File: src/rtl/fconv_pkg.sv
// Shared types and elaboration helpers for the sign/exponent/fraction converter.
package fconv_pkg;

  // Converter sequencing states.
  typedef enum logic [1:0] {
    IDLE = 2'd0,
    NORM = 2'd1,
    DONE = 2'd2
  } fconv_state_e;

  // Maximum normalising shift count (also the exponent of an unshifted sample).
  function automatic int unsigned fconv_lim(input int unsigned data_w, input int unsigned man_w);
    return data_w - man_w;
  endfunction

  // Legal width combination: 2 <= MAN_W < DATA_W-1 and 2^EXP_W-1 >= DATA_W-MAN_W-1.
  // The exponent inequality is rearranged as 2^EXP_W + MAN_W >= DATA_W to avoid unsigned underflow.
  function automatic bit fconv_cfg_ok(input int unsigned data_w, input int unsigned exp_w,
                                      input int unsigned man_w);
    return (man_w >= 32'd2) && (man_w + 32'd1 < data_w) &&
           ((32'd1 << exp_w) + man_w >= data_w);
  endfunction

endpackage

File: src/rtl/fconv_if.sv
// Handshaked sample-in / float-out bus of the converter.
interface fconv_if #(
  parameter int unsigned DATA_W = 12,
  parameter int unsigned EXP_W  = 3,
  parameter int unsigned MAN_W  = 4
) ();

  logic              in_valid;
  logic              in_ready;
  logic [DATA_W-1:0] in_data;
  logic              out_valid;
  logic              out_ready;
  logic              out_s;
  logic [EXP_W-1:0]  out_e;
  logic [MAN_W-1:0]  out_f;
  logic              out_sat;

  // Sample source / result consumer side.
  modport master (
    output in_valid, in_data, out_ready,
    input  in_ready, out_valid, out_s, out_e, out_f, out_sat
  );

  // Converter side.
  modport slave (
    input  in_valid, in_data, out_ready,
    output in_ready, out_valid, out_s, out_e, out_f, out_sat
  );

endinterface

File: src/rtl/fconv_round.sv
// Rounding and exponent saturation stage of the converter (combinational).
// Build option: define FCONV_ROUND_EN for round-half-up; otherwise the fraction is truncated.
module fconv_round
  import fconv_pkg::*;
#(
  parameter int unsigned EXP_W = 3,
  parameter int unsigned MAN_W = 4
) (
  input  logic [EXP_W:0]   e_in,
  input  logic [MAN_W-1:0] f_in,
  input  logic             r_in,
  output logic [EXP_W-1:0] e_c,
  output logic [MAN_W-1:0] f_c,
  output logic             sat_c
);

  localparam logic [EXP_W:0] E_MAX = {1'b0, {EXP_W{1'b1}}};

  logic           inc;
  logic [MAN_W:0] sum;
  logic [EXP_W:0] e_r;
  logic [MAN_W-1:0] f_r;

`ifdef FCONV_ROUND_EN
  assign inc = r_in;
`else
  logic unused_r;
  assign inc      = 1'b0;
  assign unused_r = r_in;
`endif

  // Increment the fraction, renormalise on carry-out, then clamp the exponent range.
  always_comb begin
    sum   = {1'b0, f_in} + (MAN_W + 1)'(inc);
    e_r   = e_in;
    f_r   = sum[MAN_W-1:0];
    e_c   = '0;
    f_c   = '0;
    sat_c = 1'b0;
    if (sum[MAN_W]) begin
      f_r = sum[MAN_W:1];
      e_r = e_in + (EXP_W + 1)'(1);
    end
    if (e_r > E_MAX) begin
      e_c   = '1;
      f_c   = '1;
      sat_c = 1'b1;
    end else begin
      e_c   = e_r[EXP_W-1:0];
      f_c   = f_r;
    end
  end

endmodule

File: src/rtl/fconv_seq.sv
// Iterative two's-complement to sign/exponent/fraction converter, one shift per cycle.
// Build option: FCONV_ROUND_EN selects round-half-up in fconv_round (default: truncate).
module fconv_seq
  import fconv_pkg::*;
#(
  parameter int unsigned DATA_W = 12,
  parameter int unsigned EXP_W  = 3,
  parameter int unsigned MAN_W  = 4
) (
  input logic    clk,
  input logic    rst,
  fconv_if.slave bus
);

  localparam int unsigned LIM  = fconv_lim(DATA_W, MAN_W);
  localparam int unsigned LZ_W = $clog2(LIM + 1);
  localparam int unsigned EW1  = EXP_W + 1;
  localparam logic [DATA_W-1:0] MOST_NEG = {1'b1, {(DATA_W - 1){1'b0}}};

  if (!fconv_cfg_ok(DATA_W, EXP_W, MAN_W)) begin : g_cfg_err
    $error("fconv_seq: illegal DATA_W/EXP_W/MAN_W combination");
  end

  fconv_state_e      state, state_nxt;
  logic              sign_q, sign_nxt;
  logic [DATA_W-1:0] mag_q, mag_nxt;
  logic [LZ_W-1:0]   lz_q, lz_nxt;
  logic              out_s_q, out_s_nxt;
  logic [EXP_W-1:0]  out_e_q, out_e_nxt;
  logic [MAN_W-1:0]  out_f_q, out_f_nxt;
  logic              out_sat_q, out_sat_nxt;
  logic              in_ready_q, in_ready_nxt;
  logic              out_valid_q, out_valid_nxt;

  logic              accept;
  logic              is_most_neg;
  logic              norm_done;
  logic [EXP_W:0]    e_raw;
  logic [EXP_W-1:0]  rnd_e;
  logic [MAN_W-1:0]  rnd_f;
  logic              rnd_sat;

  assign accept      = bus.in_valid && in_ready_q;
  assign is_most_neg = (bus.in_data == MOST_NEG);
  assign norm_done   = mag_q[DATA_W-1] || (lz_q == LZ_W'(LIM));
  assign e_raw       = EW1'(LIM) - EW1'(lz_q);

  fconv_round #(
    .EXP_W (EXP_W),
    .MAN_W (MAN_W)
  ) u_round (
    .e_in  (e_raw),
    .f_in  (mag_q[DATA_W-1 -: MAN_W]),
    .r_in  (mag_q[DATA_W-1-MAN_W]),
    .e_c   (rnd_e),
    .f_c   (rnd_f),
    .sat_c (rnd_sat)
  );

  // State register.
  always_ff @(posedge clk or posedge rst) begin
    if (rst) state <= IDLE;
    else     state <= state_nxt;
  end

  // Next-state decode.
  always_comb begin
    state_nxt = state;
    unique case (state)
      IDLE:    if (bus.in_valid) state_nxt = is_most_neg ? DONE : NORM;
      NORM:    if (norm_done) state_nxt = DONE;
      DONE:    if (bus.out_ready) state_nxt = IDLE;
      default: state_nxt = IDLE;
    endcase
  end

  // Datapath and output next values.
  always_comb begin
    sign_nxt      = sign_q;
    mag_nxt       = mag_q;
    lz_nxt        = lz_q;
    out_s_nxt     = out_s_q;
    out_e_nxt     = out_e_q;
    out_f_nxt     = out_f_q;
    out_sat_nxt   = out_sat_q;
    in_ready_nxt  = (state_nxt == IDLE);
    out_valid_nxt = (state_nxt == DONE);
    unique case (state)
      IDLE: begin
        if (accept) begin
          sign_nxt = bus.in_data[DATA_W-1];
          mag_nxt  = bus.in_data[DATA_W-1] ? (~bus.in_data + DATA_W'(1)) : bus.in_data;
          lz_nxt   = '0;
          if (is_most_neg) begin
            out_s_nxt   = 1'b1;
            out_e_nxt   = '1;
            out_f_nxt   = '1;
            out_sat_nxt = 1'b1;
          end
        end
      end
      NORM: begin
        if (!norm_done) begin
          mag_nxt = mag_q << 1;
          lz_nxt  = lz_q + LZ_W'(1);
        end else begin
          out_s_nxt   = sign_q;
          out_e_nxt   = rnd_e;
          out_f_nxt   = rnd_f;
          out_sat_nxt = rnd_sat;
        end
      end
      default: ;
    endcase
  end

  // Datapath and output registers.
  always_ff @(posedge clk or posedge rst) begin
    if (rst) begin
      sign_q      <= 1'b0;
      mag_q       <= '0;
      lz_q        <= '0;
      out_s_q     <= 1'b0;
      out_e_q     <= '0;
      out_f_q     <= '0;
      out_sat_q   <= 1'b0;
      in_ready_q  <= 1'b1;
      out_valid_q <= 1'b0;
    end else begin
      sign_q      <= sign_nxt;
      mag_q       <= mag_nxt;
      lz_q        <= lz_nxt;
      out_s_q     <= out_s_nxt;
      out_e_q     <= out_e_nxt;
      out_f_q     <= out_f_nxt;
      out_sat_q   <= out_sat_nxt;
      in_ready_q  <= in_ready_nxt;
      out_valid_q <= out_valid_nxt;
    end
  end

  assign bus.in_ready  = in_ready_q;
  assign bus.out_valid = out_valid_q;
  assign bus.out_s     = out_s_q;
  assign bus.out_e     = out_e_q;
  assign bus.out_f     = out_f_q;
  assign bus.out_sat   = out_sat_q;

endmodule

File: src/flat_wrapper.sv
// flat-port wrapper written by rule: the top's interface ports become plain ports
module fconv_seq_flat import fconv_pkg::*;
#(
  parameter int unsigned DATA_W = 12,
  parameter int unsigned EXP_W  = 3,
  parameter int unsigned MAN_W  = 4
)
  (clk, rst, bus_in_valid, bus_in_data, bus_out_ready, bus_in_ready, bus_out_valid, bus_out_s, bus_out_e, bus_out_f, bus_out_sat);
  fconv_if #(.DATA_W(DATA_W), .EXP_W(EXP_W), .MAN_W(MAN_W)) bus_i ();
  input logic clk;
  input logic rst;
  input wire logic [$bits(bus_i.in_valid)-1:0] bus_in_valid;
  input wire logic [$bits(bus_i.in_data)-1:0] bus_in_data;
  input wire logic [$bits(bus_i.out_ready)-1:0] bus_out_ready;
  output wire logic [$bits(bus_i.in_ready)-1:0] bus_in_ready;
  output wire logic [$bits(bus_i.out_valid)-1:0] bus_out_valid;
  output wire logic [$bits(bus_i.out_s)-1:0] bus_out_s;
  output wire logic [$bits(bus_i.out_e)-1:0] bus_out_e;
  output wire logic [$bits(bus_i.out_f)-1:0] bus_out_f;
  output wire logic [$bits(bus_i.out_sat)-1:0] bus_out_sat;
  assign bus_i.in_valid = bus_in_valid;
  assign bus_i.in_data = bus_in_data;
  assign bus_i.out_ready = bus_out_ready;
  assign bus_in_ready = bus_i.in_ready;
  assign bus_out_valid = bus_i.out_valid;
  assign bus_out_s = bus_i.out_s;
  assign bus_out_e = bus_i.out_e;
  assign bus_out_f = bus_i.out_f;
  assign bus_out_sat = bus_i.out_sat;
  fconv_seq #(.DATA_W(DATA_W), .EXP_W(EXP_W), .MAN_W(MAN_W)) u_core (.clk(clk), .rst(rst), .bus(bus_i));
endmodule
File: config.mk
export PLATFORM = sky130hd
export DESIGN_NAME = fconv_seq_flat
export DESIGN_NICKNAME = d
export VERILOG_FILES = /design/src/rtl/fconv_pkg.sv /design/src/rtl/fconv_if.sv /design/src/rtl/fconv_round.sv /design/src/rtl/fconv_seq.sv /design/src/flat_wrapper.sv
export SDC_FILE = /design/constraint.sdc
export NUM_CORES = 1
export LEC_CHECK = 0
export CELL_PAD_IN_SITES_DETAIL_PLACEMENT = 1
export CELL_PAD_IN_SITES_GLOBAL_PLACEMENT = 1
export CORE_ASPECT_RATIO = 1.1
export CORE_MARGIN = 5
export CORE_UTILIZATION = 41
export DETAILED_ROUTE_END_ITERATION = 8
export GPL_TIMING_DRIVEN = 0
export HOLD_SLACK_MARGIN = 0.05
export PLACE_DENSITY = 0.85
export SLEW_MARGIN = 5
export SYNTH_ARGS = -nofsm -noshare
export SYNTH_HDL_FRONTEND = slang
export SYNTH_SLANG_ARGS = --single-unit
File: constraint.sdc
create_clock -name clk -period 2.1 [get_ports clk]
set_input_delay 0.525 -clock clk [delete_from_list [all_inputs] [get_ports clk]]
set_output_delay 0.525 -clock clk [all_outputs]
set_load 0.02 [all_outputs]
==> metrics.txt, run 1 <==
CTS max path bufs 2; max_cap viols 0; CP max-delay cell clkdlybuf4s50_1; WP data arrival 2.19 ns; Die X-Extent 73.10 um; Initial Utilization 41.90%; Netlist Area Pre-Place 1795 um^2; met3 WL 182 um; DR pass1 iterations 4; DP Worst Slack -0.5633 ns; CTS tree yes; Worst-path clk slew 0.06 ns; # DRC 0; Met2 Wirelength 2.248 mm; Critical Path Source Type input port; Setup CP Type in2reg; Sequential cell area 752.0 um^2; total track usage 17.16%; Rel. slew slack 27.73%; Inserted Clock Buffers 5; WL met1 1.855 mm; Syn-to-layout area delta 26.41%; fmax 493.0 MHz; period utilisation layout 96.60%; leakage 0.001019 uW; DP HPWL 3.202 mm; post-synth cell types 45; num ports 27; Filler cells 489; WL/cell 15.64 um; fraction of registers with async set/reset 100.0%; htree depth 2; worst setup margin 0.07149 ns; r2r setup slk 0.19 ns; most frequent cells in the layout 29 x dfrtp_1, 20 x clkdlybuf4s50_1, 19 x nor2_1, 14 x o21ai_0, 14 x nand2_1; Max Slew Vio Count 0; Worst Hold End u_core.mag_q[2]; total grt overflow 0; vias in the first global route 1638; Hold Crit Class reg2reg; number of inserted diodes 0; Worst Clk Skew 0.004571 ns; worst r2r src u_core.lz_q[0]; largest net degree at the start of global routing 31; register area share after synthesis 41.88%; average vias per placed instance 5.323; final setup fails 0; drt initial violations 60; post-route minimum period 2.029 ns; die area 5804 um^2; highest metal used met4; Pwr Total 2845 uW; number of flops mapped to enable cells by yosys 0; RR Endpoint u_core.mag_q[11]; layout cells sized above 1 17.98%; max incr delay on CP 0.53 ns; Synth Instances 188; Cells on Worst Hold Path 2; Critical Path End Type flop; commonest non-fill, non-tap cell in the layout dfrtp_1; core box area 4285 um^2; worst-path fanout max 7; R2R depth 6; Yosys warnings 0; nets@finish 246; Total Wirelength 4.411 mm; Routability Congestion 0.8109; CTS sink count 30; Post-DRT Antenna Nets 0; clock root buffer clkbuf_8; Die Span Y 79.41 um; DR vias 1501; VDD IR max 354.2 uV; cell chain of the critical path clkdlybuf4s50_1 > nor4b_4 > nand3_2 > o22ai_2 > buf_6 > mux2_4; first-pass GRT wire length 7.645 mm; initial antenna violation count 0; status complete, no violations; Hold WS 0.4839 ns; CP required 2.26 ns; syn_nets 207; Hold Crit Start u_core.mag_q[2]; Main synth FF type dfrtp_1; area of the multi-input gates 955.9 um^2; number of synthesized register bits 30; port bufs 25; Mean Syn Cell Area 9.550 um^2; pwr/cell area 1253 nW/um^2; row count 25; unrepaired setup endpoints after global routing false; Worst-Skew Late Latency 0.28 ns; endpoints failing hold 0; slew at the pin closest to its max-slew limit 1.077 ns
state kept, by name, indices dropped and copies added (netlist names):
register,count
u_core.state,2
u_core.bus.out_e,3
u_core.bus.out_s,1
u_core.bus.in_ready,1
u_core.bus.out_f,4
u_core.lz_q,4
u_core.bus.out_valid,1
u_core.mag_q,12
u_core.bus.out_sat,1
u_core.sign_q,1
routing by layer:
metal	vias up	GRT usage, %
met5	-	0
met4	0	7.565
met3	11	3.778
met2	35	29.96
met1	718	19.70
li1	737	-
cells in the mapped netlist, types with 3 or more instances:
master	count	share of area, %
nand4_1	4	1.4
xnor2_1	5	2.4
o21ai_0	14	3.9
nand2_1	14	2.9
xor2_1	3	1.5
mux2i_1	11	6.1
nor2_1	19	4.0
nor3_1	7	2.0
inv_1	15	3.1
a211oi_1	3	1.3
nand2b_1	5	1.7
buf_2	7	2.0
o22ai_1	3	1.0
dfrtp_1	29	40
a21oi_1	6	1.7
o31ai_1	4	1.7
ha_1	3	2.1
cell families (layout without fill, tap and decap cells):
kind of cell    Yosys count  count (layout)  share of synthesized area, %
compound gates           39              39                         13.87
buf+inv                  24              64                         5.923
mux                      14              14                         8.223
simple gates             70              70                         24.11
flops                    30              30                         41.88
fa+ha+maj                 3               3                         2.091
xor+xnor                  8               8                         3.903
how the worst max path moves through the flow:
stage / cells past startpoint / slack (ns) / to / start
after floorplan: 7 / 0.22 / u_core.bus.out_sat / bus_in_data[0]
after global placement: 8 / -0.47 / u_core.bus.out_sat / bus_in_data[0]
after detailed placement: 8 / -0.56 / u_core.bus.out_sat / bus_in_data[1]
after CTS: 5 / 0.01 / u_core.mag_q[9] / bus_in_data[2]
after global routing: 6 / 0.002 / u_core.bus.out_sat / bus_in_data[8]
final: 6 / 0.07 / u_core.bus.out_sat / bus_in_data[8]
worst max-delay path: cells and delay by family:
| family | cells | cell delay [ns] |
|---|---|---|
| compound gates | 1 | 0.16 |
| mux | 1 | 0.29 |
| buf+inv | 2 | 0.69 |
| simple gates | 2 | 0.52 |
what timing repair did:
action	in CTS	in global routing
endpoints found under the setup margin	9	11
hold buffers	0	0
resized for setup	6	4
pin swaps	2	3
setup buffers	7	0
layout make-up:
class	instances	share of cell area, %
timing repair buffer	32	13.56
sequential	30	33.13
buffer	9	2.205
clock buffer	8	3.528
tap	54	2.977
multi-input combinational	134	42.12
inverter	15	2.481
report_power, final:
part	internal (uW)	total (uW)	leakage [uW]	switching [uW]
sequential	832	1000	0.000342	170
clock	235	440	0.0000395	205
combinational	622	1400	0.000637	780
per-stage QoR:
step                util (%)  cell area [um^2]  instances  setup TNS (ns)
finish                 52.96              2270        282               0
global route           52.96              2270        282               0
CTS                    52.67              2257        282               0
detailed placement     49.31              2113        267          -6.273
global placement       49.31              2113        267          -4.515
floorplan                  -              1795        188               0
Power figures use the tool's default switching activity.
==> inputs of run 2 (changes only) <==
GPL_TIMING_DRIVEN = default   (was 0)
PLACE_DENSITY = 0.86   (was 0.85)
SYNTH_HIERARCHICAL = 1   (was default)
==> run 2 against run 1 <==
Effect of this change: die area up 1.5%; combinational power up 54%; clock skew up 0.0025 ns; sequential share of layout area down 3.8 points; sequential power up 18%; synthesized cell count up 10%; core utilization up 6.3 points; design area up 13%; area after synthesis up 1.7%; critical path depth down 1; highest routed layer unchanged.
==> metrics.txt, run 2 <==
Syn-to-layout area delta 40.14% (was 26.41%); post-route minimum period 2.011 ns (was 2.029 ns); total grt overflow 0 (unchanged); top-area cell type share of the netlist area 39.73% (was 40.42%); max_cap viols 0 (unchanged); Met2 Wirelength 3.043 mm (was 2.248 mm); initial antenna violation count 0 (unchanged); row count 25 (unchanged); post-synth cell types 48 (was 45); Die X-Extent 73.65 um (was 73.10 um); slew at the pin closest to its max-slew limit 0.5712 ns (was 1.077 ns); worst-path fanout max 4 (was 7); vias in the first global route 1964 (was 1638); Placement Cell Area 2380 um^2 (was 2113 um^2); Setup CP Type in2reg (unchanged); pwr/cell area 1491 nW/um^2 (was 1253 nW/um^2); Netlist Area Pre-Place 1827 um^2 (was 1795 um^2); CP max-delay cell or4b_4 (was clkdlybuf4s50_1); period utilisation layout 95.78% (was 96.60%); Yosys warnings 6 (was 0); Die Span Y 80.01 um (was 79.41 um); port bufs 26 (was 25); DR vias 1844 (was 1501); number of inserted diodes 0 (unchanged); unrepaired setup endpoints after global routing false (unchanged); area leader, netlist dfrtp_1 (unchanged); CTS sink count 30 (unchanged); nets@finish 289 (was 246); Rel. slew slack 61.66% (was 27.73%); commonest non-fill, non-tap cell in the layout buf_4 (was dfrtp_1); core box area 4317 um^2 (was 4285 um^2); Initial Utilization 42.32% (was 41.90%); clock root buffer clkbuf_8 (unchanged); Mean Syn Cell Area 8.825 um^2 (was 9.550 um^2); num ports 27 (unchanged); Largest register FFs 12 (unchanged); CTS max path bufs 2 (unchanged); die area 5892 um^2 (was 5804 um^2); status complete, no violations (unchanged); post-route cell area 2560 um^2 (was 2270 um^2); Most flops, register u_core/mag_q (was u_core.mag_q); drt initial violations 48 (was 60); total track usage 20.90% (was 17.16%); WP data arrival 2.20 ns (was 2.19 ns); Total Wirelength 5.602 mm (was 4.411 mm); register area share after synthesis 41.16% (was 41.88%); layout cells sized above 1 24.72% (was 17.98%); number of flops mapped to enable cells by yosys 0 (unchanged); Main synth FF type dfrtp_1 (unchanged); syn_nets 226 (was 207); area of the multi-input gates 1056 um^2 (was 955.9 um^2); endpoints failing hold 0 (unchanged); DR pass1 iterations 4 (unchanged); fin cells 325 (was 282); htree depth 2 (unchanged); WL/cell 17.24 um (was 15.64 um); fmax 497.2 MHz (was 493.0 MHz); largest net degree at the start of global routing 31 (unchanged); CTS Hold Bufs 0 (unchanged); Critical Path Source Type input port (unchanged); number of synthesized register bits 30 (unchanged); top post-synthesis cells by count 29 x dfrtp_1, 21 x nor2_1, 18 x nand2_1 (was 29 x dfrtp_1, 19 x nor2_1, 15 x inv_1); Routability Congestion 0.8383 (was 0.8109); Post-DRT Antenna Nets 0 (unchanged); fraction of registers with async set/reset 100.0% (unchanged); placed insts 311 (was 267); VDD IR max 383.5 uV (was 354.2 uV); Filler cells 501 (was 489); highest metal used met4 (unchanged); first-pass GRT wire length 9.453 mm (was 7.645 mm); Inserted Clock Buffers 5 (unchanged); Worst-Skew Late Latency 0.29 ns (was 0.28 ns); max incr delay on CP 0.56 ns (was 0.53 ns); dominant cells by area after synthesis dfrtp_1 40%, nor2_1 4.3%, nand2_1 3.7% (was dfrtp_1 40%, mux2i_1 6.1%, nor2_1 4.0%); top-count cell post-synth dfrtp_1 (unchanged); Worst Clk Skew 0.007114 ns (was 0.004571 ns); met3 WL 195 um (was 182 um); CTS tree yes (unchanged); leakage 0.001123 uW (was 0.001019 uW); Sequential cell area 752.0 um^2 (unchanged); Synth Instances 207 (was 188); final setup fails 0 (unchanged); Worst-path clk slew 0.06 ns (about the same); DP HPWL 4.085 mm (was 3.202 mm); Max Slew Vio Count 0 (unchanged); WL met1 2.259 mm (was 1.855 mm); Critical Path End Type flop (unchanged); cell chain of the critical path dlygate4sd2_1 > or4b_4 > nor4b_4 > nand3_2 > a221oi_2 (was clkdlybuf4s50_1 > nor4b_4 > nand3_2 > o22ai_2 > buf_6 > mux2_4); CP required 2.29 ns (was 2.26 ns); average vias per placed instance 5.674 (was 5.323); # DRC 0 (unchanged); Hold Crit Class reg2reg (unchanged); most frequent cells in the layout 38 x buf_4, 29 x dfrtp_1, 21 x clkdlybuf4s50_1, 21 x nor2_1, 18 x nand2_1 (was 29 x dfrtp_1, 20 x clkdlybuf4s50_1, 19 x nor2_1, 14 x o21ai_0, 14 x nand2_1)
## run 2: cell count changes after synthesis, sizes merged, moves of 4 or more
| cell | previous run | this run |
|---|---|---|
| mux2i | 11 | 5 |
| a221oi | 0 | 6 |
| nand2 | 14 | 18 |
| inv | 15 | 10 |
| o31ai | 4 | 8 |
| buf | 8 | 2 |
| o22ai | 4 | 9 |
| or2 | 0 | 8 |
| clkbuf | 1 | 7 |
## run 2: logic make-up after synthesis
family          after synthesis  synth area share [%]
xor+xnor                      8                 3.836
compound gates               55                 19.18
mux                           6                 3.356
flops                        30                 41.16
buf+inv                      20                 4.178
fa+ha+maj                     3                 2.055
simple gates                 85                 26.23
## run 2: power by group
part	switching, uW	internal [uW]	total (uW)
registers	309	875	1180
logic	1120	1030	2150
clock network	221	264	485
total	1650	2170	3820
## run 2: worst max-delay path: cells and delay by family
| kind | cells | cell delay [ns] |
|---|---|---|
| simple gates | 3 | 1.14 |
| buf+inv | 1 | 0.25 |
| compound gates | 1 | 0.28 |
## run 2: worst paths after layout
path	startpoint	to	slack, ns	cells past startpoint
min in group asynchronous	rst	u_core/lz_q[2]	0.62	3
max reg2reg	u_core/lz_q[0]	u_core/mag_q[5]	0.22	7
max in group asynchronous	rst	u_core/bus.in_ready	1.17	3
min	u_core/mag_q[4]	u_core/mag_q[4]	0.48	2
max	bus_in_data[3]	u_core/bus.out_s	0.09	5
min reg2reg	u_core/mag_q[4]	u_core/mag_q[4]	0.48	2
## run 2: layer usage
metal | GRT usage (%) | vias to the layer above
li1 | - | 871
met1 | 22.36 | 922
met2 | 39.27 | 41
met3 | 4.030 | 10
met4 | 7.971 | 0
met5 | 0 | -
## run 2: per-stage QoR
| stage | setup slack (ns) | setup TNS, ns | utilization, % | hold slack (ns) | power [uW] |
|---|---|---|---|---|---|
| 2_1_floorplan | 0.02812 | 0 | - | 0.4492 | 2370 |
| 3_3_place_gp | -0.4998 | -6.917 | 55.13 | 0.4647 | 3109 |
| 4_1_cts | 0.01427 | 0 | 59.01 | 0.4842 | 3803 |
| 3_5_place_dp | -0.6260 | -8.593 | 55.13 | 0.4698 | 3234 |
| 6_report | 0.08869 | 0 | 59.30 | 0.4840 | 3818 |
| 5_1_grt | 0.0006257 | 0 | 59.30 | 0.5010 | 4102 |
## run 2: cell type report
class	count	area share, %
flip-flops and latches	30	29.37
well taps	54	2.639
clock inverters	1	0.1955
clock buffers	7	3.372
inverters	11	1.613
repair buffers	65	21.55
multi-input cells	157	41.25
## run 2: timing repair
| item | CTS | global route |
|---|---|---|
| pin swaps | 11 | 3 |
| cloned | 0 | 0 |
| gates resized for setup | 15 | 6 |
| setup buffers | 5 | 1 |
| endpoints found under the setup margin | 16 | 14 |
